$ cat src/rtl/cpu_pkg.sv
// rtl/cpu_pkg.sv - control-unit opcode and PC state types shared by the fetch controller
package cpu_pkg;

    typedef enum logic [5:0] {
        CU_NOP  = 6'h00,
        CU_ADD  = 6'h01,
        CU_SUB  = 6'h02,
        CU_AND  = 6'h03,
        CU_OR   = 6'h04,
        CU_XOR  = 6'h05,
        CU_LW   = 6'h08,
        CU_SW   = 6'h09,
        CU_BEQ  = 6'h10,
        CU_BNE  = 6'h11,
        CU_BLT  = 6'h12,
        CU_BGE  = 6'h13,
        CU_BLTU = 6'h14,
        CU_BGEU = 6'h15,
        CU_JAL  = 6'h18,
        CU_JALR = 6'h19
    } cuOPType;

    typedef enum logic [1:0] {
        FETCH = 2'd0,
        EXEC  = 2'd1,
        TRAP  = 2'd2
    } pcStateType;

    localparam int         PC_INCR    = 4;
    localparam logic [1:0] ALIGN_MASK = 2'b11;

endpackage

$ cat src/rtl/branch_cmp.sv
// rtl/branch_cmp.sv - combinational branch condition and jump decode from raw operands
module branch_cmp
    import cpu_pkg::*;
#(
    parameter int XLEN = 32
) (
    input  cuOPType           cuOP,
    input  logic [XLEN-1:0]   rs1,
    input  logic [XLEN-1:0]   rs2,
    output logic              is_jump,
    output logic              taken
);

    // taken covers conditional branches only; jumps are reported through is_jump
    always_comb begin
        is_jump = 1'b0;
        taken   = 1'b0;
        case (cuOP)
            CU_BEQ:  taken = (rs1 == rs2);
            CU_BNE:  taken = (rs1 != rs2);
            CU_BLT:  taken = ($signed(rs1) <  $signed(rs2));
            CU_BGE:  taken = ($signed(rs1) >= $signed(rs2));
            CU_BLTU: taken = (rs1 <  rs2);
            CU_BGEU: taken = (rs1 >= rs2);
            CU_JAL,
            CU_JALR: is_jump = 1'b1;
            default: ;
        endcase
    end

endmodule

$ cat src/rtl/pc_fetch_ctrl.sv
// rtl/pc_fetch_ctrl.sv - PC register, fetch handshake, branch resolve and misalign trap; PC_PERF_EN adds counters
module pc_fetch_ctrl
    import cpu_pkg::*;
#(
    parameter int              XLEN     = 32,
    parameter logic [XLEN-1:0] INITPC   = '0,
    parameter logic [XLEN-1:0] TRAP_VEC = 'h10
) (
    input  logic              clk,
    input  logic              nRST,
    output logic              imem_req,
    output logic [XLEN-1:0]   imem_addr,
    input  logic              imem_ack,
    input  logic              exec_valid,
    input  logic              stall,
    input  cuOPType           cuOP,
    input  logic [XLEN-1:0]   rs1Read,
    input  logic [XLEN-1:0]   rs2Read,
    input  logic [XLEN-1:0]   immExt,
    input  logic              redirect_vld,
    input  logic [XLEN-1:0]   redirect_pc,
    output logic [XLEN-1:0]   link_addr,
    output logic              retire,
    output logic              trap,
    output logic [XLEN-1:0]   trap_epc,
    output logic [XLEN-1:0]   trap_badaddr
`ifdef PC_PERF_EN
    ,
    output logic [31:0]       perf_retired,
    output logic [31:0]       perf_taken
`endif
);

    pcStateType      state, state_nxt;
    logic [XLEN-1:0] pc, pc_nxt;
    logic [XLEN-1:0] pc_plus4;
    logic [XLEN-1:0] jalr_sum;
    logic [XLEN-1:0] target;
    logic            is_jump;
    logic            taken;
    logic            misaligned;
    logic            commit;
    logic            capture;

    branch_cmp #(.XLEN(XLEN)) u_branch_cmp (
        .cuOP    (cuOP),
        .rs1     (rs1Read),
        .rs2     (rs2Read),
        .is_jump (is_jump),
        .taken   (taken)
    );

    assign pc_plus4  = pc + XLEN'(PC_INCR);
    assign jalr_sum  = rs1Read + immExt;
    assign link_addr = pc_plus4;
    assign imem_addr = pc;
    assign imem_req  = (state == FETCH);
    assign commit    = (state == EXEC) && exec_valid && !stall;

    always_comb begin
        target = pc_plus4;
        if (is_jump && (cuOP == CU_JALR))
            target = {jalr_sum[XLEN-1:1], 1'b0};
        else if (is_jump || taken)
            target = pc + immExt;
    end

    assign misaligned = |(target[1:0] & ALIGN_MASK);

    // redirect preempts every state, so it is resolved before the state decode
    always_comb begin
        state_nxt = state;
        pc_nxt    = pc;
        retire    = 1'b0;
        trap      = 1'b0;
        capture   = 1'b0;
        if (redirect_vld) begin
            state_nxt = FETCH;
            pc_nxt    = redirect_pc;
        end else begin
            case (state)
                FETCH: begin
                    if (imem_ack)
                        state_nxt = EXEC;
                end
                EXEC: begin
                    if (commit) begin
                        if (misaligned) begin
                            state_nxt = TRAP;
                            capture   = 1'b1;
                        end else begin
                            state_nxt = FETCH;
                            pc_nxt    = target;
                            retire    = 1'b1;
                        end
                    end
                end
                TRAP: begin
                    trap      = 1'b1;
                    state_nxt = FETCH;
                    pc_nxt    = TRAP_VEC;
                end
                default: state_nxt = FETCH;
            endcase
        end
    end

    always_ff @(posedge clk or negedge nRST) begin
        if (!nRST) begin
            state        <= FETCH;
            pc           <= INITPC;
            trap_epc     <= '0;
            trap_badaddr <= '0;
        end else begin
            state <= state_nxt;
            pc    <= pc_nxt;
            if (capture) begin
                trap_epc     <= pc;
                trap_badaddr <= target;
            end
        end
    end

`ifdef PC_PERF_EN
    always_ff @(posedge clk or negedge nRST) begin
        if (!nRST) begin
            perf_retired <= '0;
            perf_taken   <= '0;
        end else if (retire) begin
            perf_retired <= perf_retired + 32'd1;
            if (is_jump || taken)
                perf_taken <= perf_taken + 32'd1;
        end
    end
`endif

endmodule

$ cat config.mk
export PLATFORM = sky130hd
export DESIGN_NAME = pc_fetch_ctrl
export DESIGN_NICKNAME = d
export VERILOG_FILES = /design/src/rtl/cpu_pkg.sv /design/src/rtl/branch_cmp.sv /design/src/rtl/pc_fetch_ctrl.sv
export SDC_FILE = /design/constraint.sdc
export NUM_CORES = 1
export LEC_CHECK = 0
export BUFFER_PORTS_ARGS = -buffer_cell sky130_fd_sc_hd__buf_4
export CORE_AREA = 2 2 191 174
export DETAILED_ROUTE_END_ITERATION = 12
export DIE_AREA = 0 0 193 176
export PLACE_DENSITY = 0.54
export REMOVE_ABC_BUFFERS = 1
export SETUP_SLACK_MARGIN = 0.3
export SYNTH_ARGS = -nofsm -noshare
export SYNTH_HDL_FRONTEND = slang
export SYNTH_SLANG_ARGS = --single-unit
$ cat constraint.sdc
create_clock -name clk -period 3 [get_ports clk]
set_input_delay 0.3 -clock clk [delete_from_list [all_inputs] [get_ports clk]]
set_output_delay 0.3 -clock clk [all_outputs]
set_load 0.05 [all_outputs]
==> results of run 1 <==
## logic make-up (layout without fill, tap and decap cells)
family                     after synthesis  after routing
and+or+nand+nor                        335            335
AOI/OAI and AO/OA                      320            320
DFF                                     98             98
xor gates and xnor gates                74             74
buffers and inverters                  111            680
adders and majority gates               96             96
muxes                                   73             73
## report_power, final
part / switching (µW) / leakage, µW / internal, µW / total, µW
Combinational: 3030 / 0.00663 / 2100 / 5130
Clock: 573 / 0.000156 / 732 / 1300
Sequential: 286 / 0.00119 / 1680 / 1960
Total: 3890 / 0.00798 / 4510 / 8400
## cell usage in the layout (no fill, tap or decap), drive strengths merged, types with 11 or more instances in the layout
| master | count |
|---|---|
| and3 | 14 |
| xor2 | 25 |
| ha | 94 |
| mux2 | 52 |
| or3 | 11 |
| mux2i | 21 |
| o31ai | 14 |
| nor2 | 55 |
| a31oi | 14 |
| nand2 | 123 |
| xnor2 | 49 |
| dfrtp | 98 |
| buf | 593 |
| a21o | 29 |
| nand3 | 33 |
| o21ai | 60 |
| nand4 | 17 |
| inv | 72 |
| o21bai | 13 |
| a21oi | 79 |
| o21a | 13 |
| nor3 | 29 |
## critical path: cells and delay by family
| kind | cells | cell delay [ns] |
|---|---|---|
| AO/OA/AOI/OAI | 6 | 1.05 |
| AND/OR/NAND/NOR | 3 | 0.88 |
| buffers and inverters | 5 | 0.71 |
| adder cells (fa/ha/maj) | 1 | 0.25 |
## what timing repair did
action	in CTS	in global routing
buffers inserted	41	22
gates cloned	3	1
resized for setup	205	102
hold buffers	0	0
pin swaps	49	50
setup endpoints to repair	108	108
## sequential cells by signal (all words and copies together), names as in the netlist
name,cells
trap_badaddr,32
imem_addr,32
trap_epc,32
state,2
## stage by stage
step           setup WS, ns  util [%]
2_1_floorplan         -3.36         -
3_3_place_gp         -0.866      43.5
3_5_place_dp         -0.918      43.5
4_1_cts              -0.330      48.9
5_1_grt              -0.626      51.0
6_report             -0.503      51.0
## cell type report
class / instances / area (µm²)
multi-input combinational: 898 / 7630
fill: 2983 / 15600
inverter: 71 / 284
clock buffer: 9 / 225
tap: 416 / 520
sequential: 98 / 2460
timing repair buffer: 594 / 5000
clock inverter: 6 / 87.6
## routing by layer
layer  up-vias  routed length (µm)
met5         -                   0
met4         0                1020
met3        51                2800
met2       373               19400
met1      5192               20200
li1       5205                   -
## final timing paths
| path | start | to | slack, ns | cells after the start |
|---|---|---|---|---|
| max | rs1Read[25] | retire | -0.50 | 15 |
| min | nRST | trap_epc[10]$_DFFE_PN0P_ | 0.003 | 1 |
| max reg2reg | imem_addr[4]$_DFFE_PN0P_ | imem_addr[21]$_DFFE_PN0P_ | -0.21 | 16 |
| min reg2reg | state[1]$_DFFE_PN0P_ | state[0]$_DFFE_PN0P_ | 0.50 | 1 |
| max in group asynchronous | nRST | imem_addr[16]$_DFFE_PN0P_ | 2.20 | 2 |
| min in group clk | redirect_pc[1] | imem_addr[1]$_DFFE_PN0P_ | 0.20 | 2 |
==> impl_summary.log, run 1 <==
[metrics] result of the run: complete, but fails checks
[metrics] violations in the final reports: negative setup slack
[metrics] dominant combinational cell family by area after synthesis: compound AO/OA/AOI/OAI gates
[metrics] arithmetic-cell share of the synthesized area counting full adders, half adders and majority gates: 12.8%
[metrics] post-DR wirelength/cell: 20.8 µm
[metrics] yosys synthesis warning count: 0
[metrics] Via-to-Cell Ratio: 5.17
[metrics] number of CTS-inserted buffers: 9
[metrics] Root Buffer: sky130_fd_sc_hd__clkbuf_16
[metrics] largest incremental delay on the critical path: 0.54 ns
[metrics] horizontal die dimension: 193 µm
[metrics] die footprint: 34000 µm²
[metrics] placer congestion estimate: 0.935
[metrics] synthesis-to-finish area growth: 70.5%
[metrics] number of flops mapped to enable cells by yosys: 0
[metrics] proportion of synthesized flip-flops having asynchronous set or reset: 100%
[metrics] met1 usage in global routing: 35.3%
[metrics] share of cells above drive strength 1: 49.3%
[metrics] number of global-route vias before repair: 10700
[metrics] launching element type of the critical path: primary input
[metrics] Tightest Hold Check Type: in2async
[metrics] DP Area: 13800 µm²
[metrics] worst setup path class: in2out
[metrics] Synth Area in Simple Gates: 17.0%
[metrics] number of antenna violations at the first check in global routing: 0
[metrics] global route overflow: 0
[metrics] synthesized area per cell: 8.59 µm²
[metrics] TritonCTS clock tree: built
[metrics] Rel. slew slack: 48.4%
[metrics] total of flip-flops plus latches after synthesis: 98
[metrics] dominant register cell in the synthesized netlist: sky130_fd_sc_hd__dfrtp_1
[metrics] CTS H-Tree Depth: 3
[metrics] vertical die dimension: 176 µm
[metrics] Diodes inserted: 0
[metrics] final worst hold slack: 0.00303 ns
[metrics] final slew viol count: 0
[metrics] Global Route met3 Usage: 5.01%
[metrics] mux contribution to synthesized area: 9.83%
[metrics] shortest clock period the worst path allows after layout: 3.50 ns
[metrics] number of library cell types mapped by synthesis: 70
[metrics] number of top-level design ports: 271
[metrics] complex-gate fraction of the synthesized area: 22.7%
[metrics] post-synthesis instance area: 9510 µm²
[metrics] Detailed Routing Iterations Pass 1: 6
[metrics] leakage power summed over all cells: 0.00798 µW
[metrics] highest-delay cell along the critical path: sky130_fd_sc_hd__or4_4
[metrics] worst-case vdd ir drop: 0.382 mV
[metrics] xor-xnor portion of the synthesized cell area: 6.82%
[metrics] first-pass GRT wire length: 63700 µm
[metrics] library cell with the highest instance count after synthesis: sky130_fd_sc_hd__nand2_1
[metrics] area of all placed cells without fillers: 16200 µm²
[metrics] number of non-filler instances in the completed layout: 2092
[metrics] post-synth top area share: 25.8%
[metrics] Iteration-0 DRC Markers: 850
[metrics] Hold Violations, Final: 0
[metrics] critical-path cell list: buf_6, ha_4, a21o_1, a211o_1, a41oi_2, o21bai_1, or4_4, and3_4, buf_4, o21ai_4, o211ai_1, buf_4, buf_6, nor2_4, buf_8
[metrics] HPWL Detailed: 33500 µm
[metrics] portion of the clock cycle consumed by the worst path in the final layout: 117%
[metrics] cell area power density: 518 nW/µm²
[metrics] peak fanout along the critical path: 4
[metrics] # rows: 62
[metrics] highest clock rate: 0.285 GHz
[metrics] transition time at the pin with the least slew margin: 0.774 ns
[metrics] NumNets Final: 1908
[metrics] number of clock sinks: 98
[metrics] buffer depth of the longest clock path: 2
[metrics] data required time of the critical path: 2.70 ns
[metrics] max-cap viol count: 0
[metrics] overall routing resource usage: 24.9%
[metrics] total design power: 8400 µW
[metrics] final total negative setup slack: -34.38 ns
[metrics] Skew-Pair Late Insertion Delay: 0.36 ns
[metrics] Final ANT Viol Nets: 0
[metrics] cells after synthesis: 1107
[metrics] number of failing setup endpoints in the final timing report: 99
[metrics] ranking of synthesized cells by area: sky130_fd_sc_hd__dfrtp_1 (26%), sky130_fd_sc_hd__ha_1 (12%), sky130_fd_sc_hd__mux2_4 (5.8%)
[metrics] most instantiated cells after synthesis: sky130_fd_sc_hd__nand2_1 (123), sky130_fd_sc_hd__dfrtp_1 (98), sky130_fd_sc_hd__ha_1 (94)
[metrics] setup repair after global routing missed its margin: yes
[metrics] cell total after placement: 2010
[metrics] largest net degree at the start of global routing: 52
[metrics] area leader, netlist: sky130_fd_sc_hd__dfrtp_1
[metrics] crit end category: output pin
[metrics] CP Data Arrival Time: 3.20 ns
[metrics] routing usage on met2: 38.3%
[metrics] Most Used Layer, Global Route: met2
[metrics] final setup skew: 0.0122 ns
[metrics] count of input and output buffers: 270
[metrics] clock transition at the registers of the reported paths: 0.08 ns
[metrics] number of vias after detailed routing: 10800
[metrics] sequential share of the synthesized area: 25.8%
[metrics] routed wire length: 43500 µm
[metrics] remaining design rule violation count: 0
[metrics] effective utilization at floorplan: 29.9%
[metrics] smallest setup slack after layout: -0.503 ns
[metrics] standard cell core area: 31800 µm²
Note: power is estimated with default switching activity, not from simulation.
==> inputs of run 2 (changes only) <==
- ABC_AREA: default -> 1
- CORE_AREA: 2 2 191 174 -> 2 2 197 179
- DIE_AREA: 0 0 193 176 -> 0 0 199 181
==> impl_summary.log, run 2 <==
[metrics] effective utilization at floorplan: 29.7% (was 29.9%)
[metrics] largest net degree at the start of global routing: 49 (was 52)
[metrics] fraction of power spent switching nets: 53.1% (was 46.3%)
[metrics] routed wire length: 46000 µm (was 43500 µm)
[metrics] transition time at the pin with the least slew margin: 0.815 ns (was 0.774 ns)
[metrics] remaining design rule violation count: 0 (unchanged)
[metrics] ranking of synthesized cells by area: sky130_fd_sc_hd__dfrtp_1 (24%), sky130_fd_sc_hd__nand2_1 (20%), sky130_fd_sc_hd__ha_1 (12%) (was sky130_fd_sc_hd__dfrtp_1 (26%), sky130_fd_sc_hd__ha_1 (12%), sky130_fd_sc_hd__mux2_4 (5.8%))
[metrics] placement-stage worst setup slack: -0.328 ns (was -0.918 ns)
[metrics] post-synthesis instance area: 10100 µm² (was 9510 µm²)
[metrics] cells after synthesis: 1573 (was 1107)
[metrics] standard cell core area: 33900 µm² (was 31800 µm²)
[metrics] number of CTS-inserted buffers: 9 (unchanged)
[metrics] dominant register cell in the synthesized netlist: sky130_fd_sc_hd__dfrtp_1 (unchanged)
[metrics] Iteration-0 DRC Markers: 839 (was 850)
[metrics] largest incremental delay on the critical path: 0.21 ns (was 0.54 ns)
[metrics] global route overflow: 0 (unchanged)
[metrics] total design power: 10900 µW (was 8400 µW)
[metrics] Rel. slew slack: 45.7% (was 48.4%)
[metrics] final worst hold slack: 0.126 ns (was 0.00303 ns)
[metrics] Final ANT Viol Nets: 0 (unchanged)
[metrics] highest clock rate: 0.344 GHz (was 0.285 GHz)
[metrics] complex-gate fraction of the synthesized area: 13.1% (was 22.7%)
[metrics] Root Buffer: sky130_fd_sc_hd__clkbuf_16 (unchanged)
[metrics] vertical die dimension: 181 µm (was 176 µm)
[metrics] arithmetic-cell share of the synthesized area counting full adders, half adders and majority gates: 12.1% (was 12.8%)
[metrics] Hold Violations, Final: 0 (unchanged)
[metrics] area leader, netlist: sky130_fd_sc_hd__dfrtp_1 (unchanged)
[metrics] worst-case vdd ir drop: 0.344 mV (was 0.382 mV)
[metrics] Synth Area in Simple Gates: 36.6% (was 17.0%)
[metrics] critical-path cell list: buf_4, inv_1, ha_4, nand2_1, nand2_1, nand2_1, nand2_1, nand2_1, nand2_2, a21oi_4, nand3_2, nand2_2, nand3_4, nor2_4, nand3_4, nand2_2, nand3_2, nand2_4, nand2_4, nor3_4, buf_6 (was buf_6, ha_4, a21o_1, a211o_1, a41oi_2, o21bai_1, or4_4, and3_4, buf_4, o21ai_4, o211ai_1, buf_4, buf_6, nor2_4, buf_8)
[metrics] shortest clock period the worst path allows after layout: 2.91 ns (was 3.50 ns)
[metrics] highest metal layer with signal wires: met4 (unchanged)
[metrics] Detailed Routing Iterations Pass 1: 6 (unchanged)
[metrics] horizontal die dimension: 199 µm (was 193 µm)
[metrics] hold path depth: 3
[metrics] cell with the most instances on the worst path: sky130_fd_sc_hd__nand2_1
[metrics] commonest non-fill, non-tap cell in the layout: sky130_fd_sc_hd__nand2_1 (was sky130_fd_sc_hd__buf_4)
[metrics] DP Area: 13400 µm² (was 13800 µm²)
[metrics] result of the run: complete, no violations (was complete, but fails checks)
[metrics] switching power: 5790 µW (was 3890 µW)
[metrics] met2 routed wirelength: 20400 µm (was 19400 µm)
[metrics] Post-Route M1 WL: 22100 µm (was 20200 µm)
[metrics] highest-delay cell along the critical path: sky130_fd_sc_hd__a21oi_4 (was sky130_fd_sc_hd__or4_4)
[metrics] proportion of synthesized flip-flops having asynchronous set or reset: 100% (unchanged)
[metrics] area of all placed cells without fillers: 15800 µm² (was 16200 µm²)
[metrics] count of input and output buffers: 270 (unchanged)
[metrics] number of vias after detailed routing: 12200 (was 10800)
[metrics] Comb power frac: 68.0% (was 61.1%)
[metrics] max-cap viol count: 0 (unchanged)
[metrics] number of antenna violations at the first check in global routing: 0 (unchanged)
[metrics] synthesized area per cell: 6.40 µm² (was 8.59 µm²)
[metrics] buffer depth of the longest clock path: 2 (unchanged)
[metrics] number of top-level design ports: 271 (unchanged)
[metrics] data required time of the critical path: 2.70 ns (about the same)
[metrics] xor-xnor portion of the synthesized cell area: 5.22% (was 6.82%)
[metrics] final slew viol count: 0 (unchanged)
[metrics] number of clock sinks: 98 (unchanged)
[metrics] placer congestion estimate: 0.899 (was 0.935)
[metrics] leakage power summed over all cells: 0.00816 µW (was 0.00798 µW)
[metrics] # rows: 64 (was 62)
[metrics] part of the total power dissipated in sequential elements: 20.0% (was 23.4%)
[metrics] CTS H-Tree Depth: 3 (unchanged)
[metrics] worst setup path class: in2out (unchanged)
[metrics] most instantiated cells after synthesis: sky130_fd_sc_hd__nand2_1 (541), sky130_fd_sc_hd__inv_1 (161), sky130_fd_sc_hd__nand3_1 (132) (was sky130_fd_sc_hd__nand2_1 (123), sky130_fd_sc_hd__dfrtp_1 (98), sky130_fd_sc_hd__ha_1 (94))
[metrics] number of failing setup endpoints in the final timing report: 0 (was 99)
[metrics] launching element type of the critical path: primary input (unchanged)
[metrics] CP Data Arrival Time: 2.61 ns (was 3.20 ns)
[metrics] HPWL Detailed: 36400 µm (was 33500 µm)
[metrics] most frequent cells in the layout: sky130_fd_sc_hd__nand2_1 (473), sky130_fd_sc_hd__buf_4 (413), sky130_fd_sc_hd__inv_1 (142) (was sky130_fd_sc_hd__buf_4 (504), sky130_fd_sc_hd__nand2_1 (116), sky130_fd_sc_hd__dfrtp_1 (94))
[metrics] crit end category: output pin (unchanged)
[metrics] Via-to-Cell Ratio: 4.96 (was 5.17)
[metrics] share of total power in the clock network: 12.0% (was 15.5%)
[metrics] number of global-route vias before repair: 11900 (was 10700)
[metrics] TritonCTS clock tree: built (unchanged)
[metrics] synthesis-to-finish area growth: 56.7% (was 70.5%)
[metrics] yosys synthesis warning count: 0 (unchanged)
[metrics] final setup skew: 0.0118 ns (was 0.0122 ns)
[metrics] portion of the clock cycle consumed by the worst path in the final layout: 96.9% (was 117%)
[metrics] overall routing resource usage: 24.5% (was 24.9%)
[metrics] NumNets Final: 2238 (was 1908)
[metrics] number of library cell types mapped by synthesis: 47 (was 70)
[metrics] smallest setup slack after layout: 0.0918 ns (was -0.503 ns)
[metrics] Diodes inserted: 0 (unchanged)
[metrics] clock transition at the registers of the reported paths: 0.08 ns (about the same)
[metrics] dominant combinational cell family by area after synthesis: simple AND/OR/NAND/NOR gates (was compound AO/OA/AOI/OAI gates)
[metrics] library cell with the highest instance count after synthesis: sky130_fd_sc_hd__nand2_1 (unchanged)
[metrics] met3 WL post-DR: 2810 µm (was 2800 µm)
[metrics] mux contribution to synthesized area: 0% (was 9.83%)
[metrics] post-synth top area share: 24.4% (was 25.8%)
[metrics] share of cells above drive strength 1: 35.8% (was 49.3%)
[metrics] sequential share of the synthesized area: 24.4% (was 25.8%)
[metrics] Internal Dissipation: 5120 µW (was 4510 µW)
[metrics] total of flip-flops plus latches after synthesis: 98 (unchanged)
[metrics] peak fanout along the critical path: 4 (unchanged)
[metrics] first-pass GRT wire length: 67100 µm (was 63700 µm)
[metrics] die footprint: 36000 µm² (was 34000 µm²)
[metrics] cell area power density: 691 nW/µm² (was 518 nW/µm²)
[metrics] Skew-Pair Late Insertion Delay: 0.37 ns (was 0.36 ns)
[metrics] count of cells along the worst register-to-register path: 16 (unchanged)
[metrics] post-DR wirelength/cell: 18.6 µm (was 20.8 µm)
[metrics] number of flops mapped to enable cells by yosys: 0 (unchanged)
[metrics] setup repair after global routing missed its margin: yes (unchanged)
[metrics] Tightest Hold Check Type: in2reg (was in2async)
run 2: cell type report:
class	count	area [µm²]
flip-flops and latches	98	2460
clock buffers	11	233
fillers	3490	18100
multi-input cells	1262	7960
inverters	167	643
clock inverters	5	85.1
well taps	462	578
repair buffers	464	3810
run 2: power groups by stage:
stage | Combinational [µW] | Sequential (µW) | Clock [µW]
2_1_floorplan | 2560 | 3750 | 0
3_3_place_gp | 6570 | 2180 | 0
3_5_place_dp | 6570 | 2180 | 0
4_1_cts | 6960 | 2160 | 1340
5_1_grt | 7930 | 2240 | 1380
6_report | 7410 | 2180 | 1310
run 2: final timing paths:
| check | from | to | slack, ns |
|---|---|---|---|
| worst max-delay path | rs2Read[17] | retire | 0.09 |
| worst min-delay path | redirect_pc[1] | imem_addr[1]$_DFFE_PN0P_ | 0.13 |
| worst max register to register | imem_addr[19]$_DFFE_PN0P_ | imem_addr[20]$_DFFE_PN0P_ | 0.33 |
| worst min register to register | trap_epc[27]$_DFFE_PN0P_ | trap_epc[27]$_DFFE_PN0P_ | 0.48 |
| max in group asynchronous | nRST | imem_addr[9]$_DFFE_PN0P_ | 1.70 |
| min in group asynchronous | nRST | trap_epc[27]$_DFFE_PN0P_ | 0.51 |
run 2: critical path, delay by kind of cell:
family | cells | cell delay, ns
AOI/OAI and AO/OA | 1 | 0.21
adders and majority gates | 1 | 0.20
buffers and inverters | 3 | 0.37
and+or+nand+nor | 16 | 1.52
run 2: cells by family (layout without fill, tap and decap cells):
family,after synthesis,count (layout)
DFF,98,98
xor gates and xnor gates,60,60
and+or+nand+nor,869,869
buffers and inverters,213,647
AOI/OAI and AO/OA,237,237
adders and majority gates,96,96
run 2: routing by layer:
layer	up-vias	track usage, %
met5	-	0
met1	5749	35.5
met4	0	4.75
met2	391	38.7
li1	6046	-
met3	52	3.32
run 2: through the flow:
step           cells  utilization (%)  setup TNS, ns
2_1_floorplan   1527                -         -46.96
3_3_place_gp    2388             39.7         -10.23
3_5_place_dp    2388             39.7         -16.01
4_1_cts         2440             43.7              0
5_1_grt         2469             46.6         -0.180
6_report        2469             46.6              0
run 2: timing repair:
| action | in CTS | in global routing |
|---|---|---|
| buffers inserted | 32 | 26 |
| gates resized for setup | 147 | 175 |
| setup endpoints to repair | 108 | 96 |
| gates cloned | 3 | 3 |
| endpoints found under the hold margin | 40 | 0 |
| pin swaps | 40 | 56 |
| hold buffers | 1 | 0 |
